$ cat config.mk
export PLATFORM = sky130hd
export DESIGN_NAME = i2s_adc_rx_flat
export DESIGN_NICKNAME = d
export VERILOG_FILES = /design/src/rtl/i2s_adc_rx_if.sv /design/src/rtl/i2s_adc_rx.sv /design/src/flat_wrapper.sv
export SDC_FILE = /design/constraint.sdc
export NUM_CORES = 1
export LEC_CHECK = 0
export CORE_ASPECT_RATIO = 0.8
export CORE_MARGIN = 1
export CORE_UTILIZATION = 59
export DETAILED_ROUTE_END_ITERATION = 6
export GPL_TIMING_DRIVEN = 0
export PLACE_DENSITY = 0.8
export SLEW_MARGIN = 20
export SYNTH_ARGS = -nofsm -noshare
export SYNTH_HDL_FRONTEND = slang
export SYNTH_SLANG_ARGS = --single-unit
$ cat constraint.sdc
create_clock -name clk -period 3.35 [get_ports clk]
set_clock_uncertainty 0.15 [all_clocks]
set_input_delay 0.335 -clock clk [delete_from_list [all_inputs] [get_ports clk]]
set_output_delay 0.335 -clock clk [all_outputs]
set_load 0.005 [all_outputs]
$ cat src/rtl/i2s_adc_rx_if.sv
// Stereo sample stream from the I2S receiver to the audio mixer.
interface i2s_adc_rx_if;
  logic [15:0] snd_l;
  logic [15:0] snd_r;
  logic        out_vld;
  logic        out_rdy;

  modport master (output snd_l, snd_r, out_vld, input out_rdy);
  modport slave  (input snd_l, snd_r, out_vld, output out_rdy);
endinterface

$ cat src/rtl/i2s_adc_rx.sv
// I2S receiver: deserialises 16-bit stereo pairs from an external ADC into
// the clk domain, with lock tracking, bit-clock timeout and overrun reporting.
module i2s_adc_rx #(
  parameter int unsigned SYNC_STAGES = 2,
  parameter int unsigned SLOT_MAX    = 32,
  parameter int unsigned LOCK_FRAMES = 4,
  parameter int unsigned TIMEOUT     = 256
) (
  input  logic         clk,
  input  logic         rst,
  input  logic         i2s_sclk,
  input  logic         i2s_lrck,
  input  logic         i2s_sdin,
  input  logic         ovr_clr,
  i2s_adc_rx_if.master bus,
  output logic         locked,
  output logic         overrun,
  output logic         frame_err,
  output logic [5:0]   slot_len
);

  localparam int unsigned CNT_W  = $clog2(SLOT_MAX + 3);
  localparam int unsigned SH_W   = $clog2(SLOT_MAX);
  localparam int unsigned LOCK_W = $clog2(LOCK_FRAMES + 1);
  localparam int unsigned TMO_W  = $clog2(TIMEOUT + 1);

  logic [SYNC_STAGES-1:0] sclk_sync;
  logic [SYNC_STAGES-1:0] lrck_sync;
  logic [SYNC_STAGES-1:0] sdin_sync;
  logic                   sclk_s;
  logic                   lrck_s;
  logic                   sdin_s;

  logic                   sclk_prev;
  logic                   lrck_prev;
  logic [SLOT_MAX-1:0]    sr;
  logic [CNT_W-1:0]       cnt;
  logic                   started;
  logic                   left_present;
  logic                   left_ok;
  logic [CNT_W-1:0]       left_len;
  logic [15:0]            left_word;
  logic [LOCK_W-1:0]      lock_cnt;
  logic                   prev_valid;
  logic [CNT_W-1:0]       prev_len;
  logic [TMO_W-1:0]       tmo_cnt;

  logic                   rise_c;
  logic                   change_c;
  logic                   tmo_c;
  logic [SLOT_MAX-1:0]    sr_nxt_c;
  logic [CNT_W-1:0]       len_c;
  logic [SH_W-1:0]        sh_c;
  logic [15:0]            word_c;
  logic                   slot_ok_c;
  logic                   eval_c;
  logic                   frame_ok_c;
  logic [LOCK_W-1:0]      lock_nxt_c;
  logic                   publish_c;

  assign sclk_s = sclk_sync[SYNC_STAGES-1];
  assign lrck_s = lrck_sync[SYNC_STAGES-1];
  assign sdin_s = sdin_sync[SYNC_STAGES-1];

  // Input synchronisers; equal depth keeps data and word select aligned to sclk.
  always_ff @(posedge clk) begin
    if (rst) begin
      sclk_sync <= '0;
      lrck_sync <= '0;
      sdin_sync <= '0;
      sclk_prev <= 1'b0;
    end else begin
      sclk_sync <= {sclk_sync[SYNC_STAGES-2:0], i2s_sclk};
      lrck_sync <= {lrck_sync[SYNC_STAGES-2:0], i2s_lrck};
      sdin_sync <= {sdin_sync[SYNC_STAGES-2:0], i2s_sdin};
      sclk_prev <= sclk_s;
    end
  end

  // Slot length, word capture and frame verdict for the current sclk rise.
  always_comb begin
    rise_c     = sclk_s & ~sclk_prev;
    change_c   = rise_c & (lrck_s ^ lrck_prev);
    sr_nxt_c   = {sr[SLOT_MAX-2:0], sdin_s};
    len_c      = cnt + CNT_W'(1);
    slot_ok_c  = (len_c >= CNT_W'(16)) && (len_c <= CNT_W'(SLOT_MAX));
    sh_c       = slot_ok_c ? SH_W'(len_c - CNT_W'(16)) : '0;
    word_c     = sr_nxt_c[sh_c +: 16];
    tmo_c      = ~rise_c && (tmo_cnt == TMO_W'(TIMEOUT - 1));
    eval_c     = change_c & started & ~lrck_s & left_present;
    frame_ok_c = slot_ok_c & left_ok & (len_c == left_len) &
                 (~prev_valid | (len_c == prev_len));
    lock_nxt_c = (lock_cnt == LOCK_W'(LOCK_FRAMES)) ? lock_cnt : lock_cnt + LOCK_W'(1);
    publish_c  = eval_c & frame_ok_c & (lock_nxt_c == LOCK_W'(LOCK_FRAMES));
  end

  always_ff @(posedge clk) begin
    if (rst) begin
      tmo_cnt <= '0;
    end else if (rise_c) begin
      tmo_cnt <= '0;
    end else if (tmo_cnt != TMO_W'(TIMEOUT)) begin
      tmo_cnt <= tmo_cnt + TMO_W'(1);
    end
  end

  // Slot framing and lock tracking.
  always_ff @(posedge clk) begin
    if (rst) begin
      lrck_prev    <= 1'b0;
      sr           <= '0;
      cnt          <= '0;
      started      <= 1'b0;
      left_present <= 1'b0;
      left_ok      <= 1'b0;
      left_len     <= '0;
      left_word    <= '0;
      lock_cnt     <= '0;
      prev_valid   <= 1'b0;
      prev_len     <= '0;
      locked       <= 1'b0;
      frame_err    <= 1'b0;
      slot_len     <= '0;
    end else begin
      frame_err <= 1'b0;
      if (tmo_c) begin
        sr           <= '0;
        cnt          <= '0;
        started      <= 1'b0;
        left_present <= 1'b0;
        lock_cnt     <= '0;
        prev_valid   <= 1'b0;
        locked       <= 1'b0;
      end else if (rise_c) begin
        sr        <= sr_nxt_c;
        lrck_prev <= lrck_s;
        if (!change_c) begin
          if (cnt != CNT_W'(SLOT_MAX + 1)) cnt <= cnt + CNT_W'(1);
        end else begin
          cnt     <= '0;
          started <= 1'b1;
          // The slot ending at the first change is of unknown start: dropped.
          if (started && lrck_s) begin
            left_present <= 1'b1;
            left_ok      <= slot_ok_c;
            left_len     <= len_c;
            left_word    <= word_c;
          end
          if (eval_c) begin
            left_present <= 1'b0;
            if (frame_ok_c) begin
              lock_cnt   <= lock_nxt_c;
              prev_valid <= 1'b1;
              prev_len   <= len_c;
              if (lock_nxt_c == LOCK_W'(LOCK_FRAMES)) begin
                locked   <= 1'b1;
                slot_len <= 6'(len_c);
              end
            end else begin
              frame_err  <= 1'b1;
              lock_cnt   <= '0;
              prev_valid <= 1'b0;
              locked     <= 1'b0;
            end
          end
        end
      end
    end
  end

  // Output pair register and valid/ready handshake.
  always_ff @(posedge clk) begin
    if (rst) begin
      bus.snd_l   <= '0;
      bus.snd_r   <= '0;
      bus.out_vld <= 1'b0;
      overrun     <= 1'b0;
    end else begin
      if (publish_c) begin
        bus.snd_l   <= left_word;
        bus.snd_r   <= word_c;
        bus.out_vld <= 1'b1;
      end else if (bus.out_vld && bus.out_rdy) begin
        bus.out_vld <= 1'b0;
      end
      if (publish_c && bus.out_vld && !bus.out_rdy) begin
        overrun <= 1'b1;
      end else if (ovr_clr) begin
        overrun <= 1'b0;
      end
    end
  end

endmodule

$ cat src/flat_wrapper.sv
// flat-port wrapper written by rule: the top's interface ports become plain ports
module i2s_adc_rx_flat 
#(
  parameter int unsigned SYNC_STAGES = 2,
  parameter int unsigned SLOT_MAX    = 32,
  parameter int unsigned LOCK_FRAMES = 4,
  parameter int unsigned TIMEOUT     = 256
)
  (clk, rst, i2s_sclk, i2s_lrck, i2s_sdin, ovr_clr, locked, overrun, frame_err, slot_len, bus_snd_l, bus_snd_r, bus_out_vld, bus_out_rdy);
  i2s_adc_rx_if bus_i ();
  input  logic clk;
  input  logic rst;
  input  logic i2s_sclk;
  input  logic i2s_lrck;
  input  logic i2s_sdin;
  input  logic ovr_clr;
  output logic locked;
  output logic overrun;
  output logic frame_err;
  output logic [5:0] slot_len;
  output wire logic [$bits(bus_i.snd_l)-1:0] bus_snd_l;
  output wire logic [$bits(bus_i.snd_r)-1:0] bus_snd_r;
  output wire logic [$bits(bus_i.out_vld)-1:0] bus_out_vld;
  input wire logic [$bits(bus_i.out_rdy)-1:0] bus_out_rdy;
  assign bus_snd_l = bus_i.snd_l;
  assign bus_snd_r = bus_i.snd_r;
  assign bus_out_vld = bus_i.out_vld;
  assign bus_i.out_rdy = bus_out_rdy;
  i2s_adc_rx #(.SYNC_STAGES(SYNC_STAGES), .SLOT_MAX(SLOT_MAX), .LOCK_FRAMES(LOCK_FRAMES), .TIMEOUT(TIMEOUT)) u_core (.clk(clk), .rst(rst), .i2s_sclk(i2s_sclk), .i2s_lrck(i2s_lrck), .i2s_sdin(i2s_sdin), .ovr_clr(ovr_clr), .bus(bus_i), .locked(locked), .overrun(overrun), .frame_err(frame_err), .slot_len(slot_len));
endmodule
==> out/metrics.yaml <==
gp_congestion: 1.04
grt-ovfl-total: 0
root_buffer: "clkbuf_16"
antennaDiodeCount: 0
tns_ns: 0
setup_viol: 0
period_share_pct: 97.5
relSlewSlack_pct: 49.7
min_to: "u_core.sclk_sync[1]"
grt_max_degree: 17
synth_edf_count: 0
drt_iter0_markers: 940
ys_types: 64
grt_pass1_wl_um: 35600
r2r_end: "u_core.bus.snd_r[14]"
critPathMaxFanout: 10
post-synth-top-area-cell: "dfxtp_1"
clkSlewWorstSetupHoldPaths_ns: 0.07
drt.antenna.violating_nets: 0
wl_met3_um: 2460
holdPathStages: 1
yosysMostFrequentCell: "nand2_1"
cts_sinks: 131
hold_viol: 0
intPower_mw: 2.66
ff2ff_setup_slack_ns: 0.08
drive_gt1_share_pct: 10.7
hold_start: "u_core.sclk_sync[0]"
hpwl_um: 16200
r2r-start: "u_core.cnt[1]"
yosysTopAreaCellShare_pct: 38.7
avgViaCountPerCell: 6.64
cts-htree-levels: 4
io_pins: 49
syn_area_um2: 6780
die_y_um: 97.9
holdBufCountCts: 0
wl_per_cell_um: 21.2
core_area_um2: 11000
synth.top_cells.by_area: "dfxtp_1, nand2_1, a21oi_1, mux2i_1, nor2_1"
p_leak_nw: 2.94
seq_area_frac_synth_pct: 38.7
combPwrFrac_pct: 3.8
die_w_um: 122
max_freq_ghz: 0.306
power.density_nw_per_um2: 440
syn_nets: 876
critPathKind: "reg2reg"
cts-buffers-inserted: 17
postSynthCellCount: 862
seqPwrFrac_pct: 43.6
tightest_slew_ns: 0.750
holdCritPathClass: "reg2reg"
p_sw_mw: 0.940
die_area_um2: 11900
swShare_pct: 26.1
synth_common_cells: "nand2_1, dfxtp_1, a21oi_1"
cp-start-kind: "flop"
vdd_drop_max_mv: 0.453
grt_usage_pct: 39.2
synth-async-reset-ratio_pct: 0
clk_latency_ns: 0.43
firstDrtPassIters: 6
report.final.slew_viol_count: 0
ctsLongestPathBuffers: 2
final_nets: 947
dr_total_vias: 7242
drv_cap: 0
synth_warnings: 0
final_core_util_pct: 74.3
grt_pass1_vias: 6591
endpoint_kind: "flop"
num_rows: 34
nFillCells: 817
outcome: "complete, no violations"
power_frac_clock_pct: 52.6
antenna_found_initial: 0
drc: 0
wl_um: 23100
ys.flop_type: "dfxtp_1"
worst-r2r-cell-count: 11
synth_seq_cells: 131
period_minus_slack_ns: 3.27
cts_tree: "yes"
worstPathRequired_ns: 3.51
wirelength_met1_um: 9750
wl_met2_um: 10100
area_delta_synth_final_pct: 20.8
io_buffers: 48
start_util_pct: 61.5
top_layer: "met4"
cp.arrival_ns: 3.42
syn_avg_cell_area_um2: 7.86
[power groups by stage]
| stage | Sequential (mW) | Combinational (mW) | Clock [mW] |
|---|---|---|---|
| floorplan | 1.60 | 0.0871 | 0 |
| global placement | 1.61 | 0.125 | 0 |
| detailed placement | 1.61 | 0.129 | 0 |
| CTS | 1.57 | 0.131 | 1.89 |
| global route | 1.57 | 0.146 | 1.96 |
| finish | 1.57 | 0.138 | 1.89 |
[flip-flops by register name (all words and copies together) (netlist names), 3 cells and up]
register          count
u_core.left_word     16
u_core.sr            31
u_core.slot_len       6
u_core.prev_len       6
u_core.left_len       6
u_core.cnt            6
u_core.bus.snd_r     16
u_core.bus.snd_l     16
u_core.lock_cnt       3
u_core.tmo_cnt        9
[per-stage QoR]
step	cell area (µm²)	worst slack, ns	hold slack (ns)	power [mW]	cells
6_report	8190	0.0836	0.305	3.60	1090
5_1_grt	8190	-0.00160	0.317	3.68	1090
4_1_cts	8120	0.00308	0.297	3.59	1087
3_5_place_dp	7440	-0.300	0.284	1.74	1054
3_3_place_gp	7440	-0.294	0.273	1.73	1054
2_1_floorplan	6780	0.588	0.264	1.69	862
[worst max-delay path, cell delays in order, from the launching register on]
cell      delay, ns
dfxtp_2        0.44
inv_1          0.07
ha_1           0.31
clkbuf_4       0.26
buf_2          0.29
buf_2          0.32
mux2i_1        0.33
a22oi_1        0.18
nor2_1         0.23
nor3_1         0.09
o21ai_0        0.34
a31oi_1        0.14
[final cells by class]
type	count	area [µm²]	share of cell area, %
Multi-Input combinational cell	650	3900	47.6
Sequential cell	131	2630	32.1
Timing Repair Buffer	51	503	6.14
Clock buffer	17	425	5.20
Buffer	65	328	4.00
Tap cell	144	180	2.20
Clock inverter	15	160	1.96
Inverter	17	63.8	0.780
[cell families after synthesis]
| family | count (synthesis) | share of synthesized area [%] |
|---|---|---|
| xor gates and xnor gates | 21 | 2.92 |
| AOI/OAI and AO/OA | 265 | 24.8 |
| adders and majority gates | 7 | 1.29 |
| muxes | 36 | 5.43 |
| and+or+nand+nor | 320 | 21.3 |
| DFF | 131 | 38.7 |
| buffers and inverters | 82 | 5.54 |
[how the worst max path moves through the flow]
stage | start | to | slack, ns | depth (start not counted)
after floorplan | u_core.cnt[1] | u_core.bus.snd_l[15] | 0.59 | 9
after global placement | u_core.cnt[1] | u_core.bus.snd_r[0] | -0.29 | 10
after CTS | u_core.cnt[1] | u_core.bus.snd_r[13] | 0.003 | 12
after detailed placement | u_core.cnt[1] | u_core.left_word[14] | -0.30 | 10
after global routing | u_core.cnt[1] | u_core.slot_len[5] | -0.002 | 11
final | u_core.cnt[1] | u_core.bus.snd_r[14] | 0.08 | 11
[cells in the final DEF, fill, tap and decap left out, types with 5 or more instances in the layout]
cell type        instances
o211ai_1                13
o22ai_1                 31
mux2i_1                 29
a21oi_1                103
clkdlybuf4s50_1         48
inv_1                   16
a211oi_1                 7
inv_6                    6
ha_1                     6
dfxtp_1                129
a31oi_1                 10
o21ai_0                 36
nor3_1                  10
nand3_1                 27
nand2_1                153
buf_2                   11
nor2_1                  76
xnor2_1                  6
buf_4                    7
nand2b_1                 8
xor2_1                  12
o221ai_1                 6
nor2b_1                 13
o2111ai_1                5
buf_6                    5
o32ai_1                  7
mux2_2                   6
a22oi_1                  5
clkbuf_1                36
clkbuf_16               17
[routing by layer]
layer	global-route usage, %	up-vias
met5	0	-
met4	15.0	0
met3	9.17	75
met2	58.8	478
met1	54.2	3457
li1	-	3232
[repair_timing]
action	CTS	global route
setup buffers	1	2
pin swaps	1	3
setup endpoints to repair	54	50
gates cloned	0	1
resized for setup	19	13
No activity file was read; power rests on OpenSTA's default activity.
